--- config.mk ---
export PLATFORM = sky130hd
export DESIGN_NAME = vga_grid_renderer
export DESIGN_NICKNAME = d
export VERILOG_FILES = /design/src/rtl/vga_grid_renderer.sv
export SDC_FILE = /design/constraint.sdc
export NUM_CORES = 1
export LEC_CHECK = 0
export ABC_AREA = 1
export CELL_PAD_IN_SITES_DETAIL_PLACEMENT = 0
export CELL_PAD_IN_SITES_GLOBAL_PLACEMENT = 2
export CORE_UTILIZATION = 39
export DETAILED_ROUTE_END_ITERATION = 7
export DONT_BUFFER_PORTS = 1
export GPL_TIMING_DRIVEN = 0
export PLACE_DENSITY = 0.76
export SYNTH_ARGS = -nofsm -noshare
export SYNTH_HDL_FRONTEND = slang
export SYNTH_SLANG_ARGS = --single-unit
--- constraint.sdc ---
create_clock -name clk -period 2.5 [get_ports clk]
set_input_delay 0.25 -clock clk [delete_from_list [all_inputs] [get_ports clk]]
set_output_delay 0.25 -clock clk [all_outputs]
set_load 0.1 [all_outputs]
--- src/rtl/vga_grid_renderer.sv ---
// 640x480 VGA timing generator that paints a GRID_ROWS x GRID_COLS bitmap of coloured cells.
// Rows are written only during vertical blanking; the pixel path is a two-stage pix_ce pipeline.
module vga_grid_renderer #(
    parameter int          GRID_COLS = 8,
    parameter int          GRID_ROWS = 8,
    parameter int          CELL_W    = 80,
    parameter int          CELL_H    = 60,
    parameter int          FLIP_ROWS = 1,
    parameter logic [7:0]  BG_COLOR  = 8'h00
) (
    input  logic                 clk,
    input  logic                 reset_n,
    input  logic                 pix_ce,
    input  logic                 clr,
    input  logic                 wr_valid,
    output logic                 wr_ready,
    input  logic [3:0]           wr_row,
    input  logic [GRID_COLS-1:0] wr_data,
    input  logic [7:0]           wr_color,
    output logic                 wr_err,
    output logic                 vga_h_sync,
    output logic                 vga_v_sync,
    output logic [2:0]           vga_r,
    output logic [2:0]           vga_g,
    output logic [1:0]           vga_b,
    output logic                 frame_start
);

    localparam logic [9:0] H_LAST   = 10'd799;
    localparam logic [9:0] V_LAST   = 10'd524;
    localparam logic [9:0] H_VIS    = 10'd640;
    localparam logic [9:0] V_VIS    = 10'd480;
    localparam logic [9:0] HS_START = 10'd656;
    localparam logic [9:0] HS_END   = 10'd751;
    localparam logic [9:0] VS_START = 10'd490;
    localparam logic [9:0] VS_END   = 10'd491;
    localparam logic [9:0] L_CW_M1  = 10'(CELL_W - 1);
    localparam logic [9:0] L_CH_M1  = 10'(CELL_H - 1);
    localparam logic [9:0] L_COLS   = 10'(GRID_COLS);
    localparam logic [9:0] L_ROWS   = 10'(GRID_ROWS);
    localparam logic [3:0] L_ROWS_M1 = 4'(GRID_ROWS - 1);

    logic [9:0] r_cnt_x, r_cnt_y;
    logic [9:0] r_sub_x, r_sub_y;
    logic [9:0] r_col, r_row;
    logic       r_frame_start;

    logic [9:0] r_s1_x, r_s1_y, r_s1_col, r_s1_row;
    logic       r_s1_de;
    logic [7:0] r_rgb;
    logic       r_hs, r_vs;

    logic [GRID_COLS-1:0] r_cells  [GRID_ROWS];
    logic [7:0]           r_colors [GRID_ROWS];
    logic                 r_wr_err;

    logic                 w_x_wrap, w_y_wrap;
    logic                 w_wr_acc, w_wr_in_range;
    logic [3:0]           w_srow;
    logic [GRID_COLS-1:0] w_row_bits;
    logic [7:0]           w_row_color;
    logic                 w_cell_bit;
    logic [7:0]           w_pix;

    assign w_x_wrap      = (r_cnt_x == H_LAST);
    assign w_y_wrap      = (r_cnt_y == V_LAST);
    assign wr_ready      = reset_n & (r_cnt_y >= V_VIS);
    assign w_wr_acc      = wr_valid & wr_ready;
    assign w_wr_in_range = ({6'd0, wr_row} < L_ROWS);

    // Sub-cell counters track CounterX/CELL_W and CounterY/CELL_H without a divider.
    always_ff @(posedge clk or negedge reset_n) begin
        if (!reset_n) begin
            r_cnt_x       <= '0;
            r_cnt_y       <= '0;
            r_sub_x       <= '0;
            r_sub_y       <= '0;
            r_col         <= '0;
            r_row         <= '0;
            r_frame_start <= 1'b0;
        end else begin
            r_frame_start <= pix_ce & w_x_wrap & w_y_wrap;
            if (pix_ce) begin
                if (w_x_wrap) begin
                    r_cnt_x <= '0;
                    r_sub_x <= '0;
                    r_col   <= '0;
                    if (w_y_wrap) begin
                        r_cnt_y <= '0;
                        r_sub_y <= '0;
                        r_row   <= '0;
                    end else begin
                        r_cnt_y <= r_cnt_y + 10'd1;
                        if (r_sub_y == L_CH_M1) begin
                            r_sub_y <= '0;
                            r_row   <= r_row + 10'd1;
                        end else begin
                            r_sub_y <= r_sub_y + 10'd1;
                        end
                    end
                end else begin
                    r_cnt_x <= r_cnt_x + 10'd1;
                    if (r_sub_x == L_CW_M1) begin
                        r_sub_x <= '0;
                        r_col   <= r_col + 10'd1;
                    end else begin
                        r_sub_x <= r_sub_x + 10'd1;
                    end
                end
            end
        end
    end

    always_comb begin
        w_srow      = (FLIP_ROWS != 0) ? (L_ROWS_M1 - r_s1_row[3:0]) : r_s1_row[3:0];
        w_row_bits  = '0;
        w_row_color = '0;
        w_cell_bit  = 1'b0;
        for (int r = 0; r < GRID_ROWS; r++) begin
            if (w_srow == 4'(r)) begin
                w_row_bits  = r_cells[r];
                w_row_color = r_colors[r];
            end
        end
        for (int c = 0; c < GRID_COLS; c++) begin
            if (r_s1_col == 10'(c)) begin
                w_cell_bit = w_row_bits[c];
            end
        end
        if (!r_s1_de) begin
            w_pix = 8'h00;
        end else if ((r_s1_col >= L_COLS) || (r_s1_row >= L_ROWS)) begin
            w_pix = BG_COLOR;
        end else begin
            w_pix = w_cell_bit ? w_row_color : 8'h00;
        end
    end

    // Syncs are decoded from the stage-1 copy of the counters so they line up with RGB.
    always_ff @(posedge clk or negedge reset_n) begin
        if (!reset_n) begin
            r_s1_x   <= '0;
            r_s1_y   <= '0;
            r_s1_col <= '0;
            r_s1_row <= '0;
            r_s1_de  <= 1'b0;
            r_rgb    <= '0;
            r_hs     <= 1'b1;
            r_vs     <= 1'b1;
        end else if (pix_ce) begin
            r_s1_x   <= r_cnt_x;
            r_s1_y   <= r_cnt_y;
            r_s1_col <= r_col;
            r_s1_row <= r_row;
            r_s1_de  <= (r_cnt_x < H_VIS) && (r_cnt_y < V_VIS);
            r_rgb    <= w_pix;
            r_hs     <= ~((r_s1_x >= HS_START) && (r_s1_x <= HS_END));
            r_vs     <= ~((r_s1_y >= VS_START) && (r_s1_y <= VS_END));
        end
    end

    always_ff @(posedge clk or negedge reset_n) begin
        if (!reset_n) begin
            for (int r = 0; r < GRID_ROWS; r++) begin
                r_cells[r]  <= '0;
                r_colors[r] <= '0;
            end
            r_wr_err <= 1'b0;
        end else begin
            r_wr_err <= 1'b0;
            if (clr) begin
                for (int r = 0; r < GRID_ROWS; r++) begin
                    r_cells[r] <= '0;
                end
            end else if (w_wr_acc) begin
                if (w_wr_in_range) begin
                    for (int r = 0; r < GRID_ROWS; r++) begin
                        if (wr_row == 4'(r)) begin
                            r_cells[r]  <= wr_data;
                            r_colors[r] <= wr_color;
                        end
                    end
                end else begin
                    r_wr_err <= 1'b1;
                end
            end
        end
    end

    assign wr_err      = r_wr_err;
    assign frame_start = r_frame_start;
    assign vga_h_sync  = r_hs;
    assign vga_v_sync  = r_vs;
    assign vga_r       = r_rgb[7:5];
    assign vga_g       = r_rgb[4:2];
    assign vga_b       = r_rgb[1:0];

endmodule

==> metrics <==
status finished with violations; failing checks negative hold slack; cell taking the most area after synthesis dfrtp_1; Compound-Gate Fraction of Synth Area 0.144; post-synthesis simple-gate area fraction 0.219; RSZ-0062 raised after global routing true; area delta synth->final 18.9%; Pre-antenna DRT Iters 5; number of port buffers 0; IO Pins 38; worst vdd ir 0.446 mV; Synth Cell Area about 0.011 mm2; area taken by multi-input logic gates between 0.004 and 0.005 mm2; power density cells ~710 mW/mm2; H-Tree Depth 1; HPWL after detailed placement slightly below 20000 um; post-synthesis adder-cell area fraction 0.00817; worst hold path class input pin to async pin; Horiz. Die Dim 168 um; largest net degree at the start of global routing 238; most frequent cell after synthesis nand2_1; Worst-path clk slew roughly 0.06 ns; WS Path Type register to register; Detailed Route Iter0 Violations between 500 and 600; Post-DRT Antenna Nets 0; clock sinks between 200 and 250; Synth top cells by count 332 x nand2_1, 234 x dfrtp_1, 202 x o21ai_0; routability congestion estimate between 0.7 and 0.8; clk_lat worst skew 0.54 ns; Max-Cap Viols 0; Remaining DRCs 0; Bufs on Longest Clock Path 3; Worst EP arrival roughly 2.8 ns; Syn Inst Count around 1300; global-route wire length before repair 46700 um; Vias/cell 5.07; Tcrit/Tclk final 0.960; net count after synthesis ~1300; min cycle time layout 2.40 ns; leakage power around 6.0 nW; Post-synth EDFFs 0; hold slack -0.591 ns; Yosys cell types 43; fin nets approximately 1400; root buf cell clkbuf_16; syn_area_per_cell 8.42 um2; CP startpoint kind register; GR Overflow Total 0; Post-synth ARST share 1.00; worst endpoint required time between 2 and 3 ns; Worst slew margin 0.354; wire per inst between 15 and 20 um; RR Startpoint r_cnt_y[7]; Die Y about 170 um; Final Hold Fails between 200 and 250; row cnt 60; Total GRT Usage 0.209; Seq/Total Area, Yosys 0.551; Crit Path Max Fanout 8; CTS tree done; layout cells sized above 1 0.130; fin util 0.473; share of the synthesized area in the top cell type 0.546; # setup viols final 0; Reg2Reg Setup Slack just over 0.1 ns; Main synth FF type dfrtp_1; crit path capture type register; actual slew at the worst max-slew pin ~0.97 ns; final antenna diode count 0; Synth area leaders dfrtp_1 55%, nand2_1 12%, o21ai_0 9.4%, inv_1 4.4%, nor2_1 2.7%; setup tns final 0 ns; final cell count without fillers 1696; storage element area 0.00591 mm2; mux cell area share after synthesis 0.00187; Routed WL 28500 um; Synth Warn # 0; die footprint 0.0282 mm2; hold_buf cts 6; total power just over 9 mW; maximum clock frequency between 0.4 and 0.5 GHz; number of global-route vias before repair 8543; Starting Density 0.398; initial antenna violation count 0; area of the core around 0.027 mm2; Slew Viols, Final 0; placed cell count between 1500 and 2000; number of CTS-inserted buffers 28; Yosys reg bits ~240; Filler Cell Count 2717; vias 8593; worst reg2reg path depth 11; Synth Area in XOR/XNOR 0.0106; largest family of logic cells by synthesized area simple AND/OR/NAND/NOR gates; Layout Skew 0.00892 ns; R2R Path End r_colors[29]
cell usage in the layout, fill, tap and decap left out, drive strengths merged, types with 5 or more instances in the layout:
master,n
nand2,339
dfrtp,234
o21ai,203
inv,135
nor2,85
clkbuf,75
nand3,60
a21oi,51
buf,39
nor3,29
nand4,15
xor2,11
nor4,9
a221oi,9
ha,7
dlygate4sd3,6
o211ai,5
a31oi,5
report_power, final:
part           internal, mW  total [mW]  switching, mW
clock                  2.41        4.03           1.62
sequential             4.08        4.30          0.215
combinational         0.270       0.730          0.460
kinds of logic (layout without fill, tap and decap cells):
family                     Yosys count  in the layout
AOI/OAI and AO/OA                  290            290
buffers and inverters              180            261
adders and majority gates            7              7
and+or+nand+nor                    545            546
xor gates and xnor gates            13             13
DFF                                236            236
muxes                                2              2
sequential cells by signal, summed over array words and instances (netlist names), 6 cells and up:
register / cells
r_s1_col: 10
r_sub_y: 10
r_s1_y: 9
r_cells: 64
r_s1_row: 10
r_sub_x: 10
r_s1_x: 6
r_rgb: 8
r_row: 10
r_cnt_y: 10
r_col: 10
r_colors: 64
r_cnt_x: 10
through the flow:
step | hold slack [ns] | cell area [um2] | setup slack [ns]
finish | -0.591 | 12700 | 0.101
global route | -0.614 | 12700 | -0.0436
CTS | -0.616 | 12500 | -0.000904
detailed placement | -0.0375 | 11200 | -0.574
global placement | -0.0388 | 11200 | -0.562
floorplan | -0.0456 | 10700 | 0.187
how the worst max path moves through the flow:
stage / start / to / slack [ns] / cells after the start
after floorplan: r_cnt_y[7] / r_colors[29] / 0.19 / 10
after global placement: r_cnt_y[5] / r_cells[63] / -0.56 / 12
after detailed placement: r_cnt_y[5] / r_cells[57] / -0.57 / 11
after CTS: r_cnt_y[6] / r_colors[53] / -0.0009 / 11
after global routing: r_cnt_x[0] / r_sub_y[9] / -0.04 / 13
final: r_cnt_y[7] / r_colors[29] / 0.10 / 11
layout make-up:
cell class              count  area share
multi-input cells         858       0.347
flip-flops and latches    236       0.464
clock inverters             5     0.00412
repair buffers             33      0.0230
plain buffers              40      0.0207
well taps                 341      0.0335
inverters                 136      0.0410
clock buffers              47      0.0669
worst max-delay path: stages, from the launching register on:
cell and delay (ns):
dfrtp_1 0.37, inv_2 0.06, nor3_4 0.23, nor2_4 0.07, nor2_4 0.52, nand2_4 0.21, nor2_4 0.16, buf_12 0.16
nand3_4 0.14, clkbuf_16 0.21, nand2_1 0.04, o21ai_0 0.07
routing by layer:
layer | part of all wire | track usage | vias to the layer above | wire [um]
met5 | 0 | 0 | - | 0
li1 | - | - | 4315 | -
met2 | 0.44 | 0.322 | 96 | 12500
met4 | 0.019 | 0.0443 | 0 | 550
met3 | 0.033 | 0.0306 | 35 | 934
met1 | 0.51 | 0.311 | 4147 | 14500
timing repair:
item	4_1_cts	5_1_grt
endpoints found under the setup margin	144	154
gates cloned	2	2
resized for setup	78	43
pin swaps	7	14
buffers inserted	10	14
hold endpoints to repair	242	236
No activity file was read; power rests on OpenSTA's default activity.
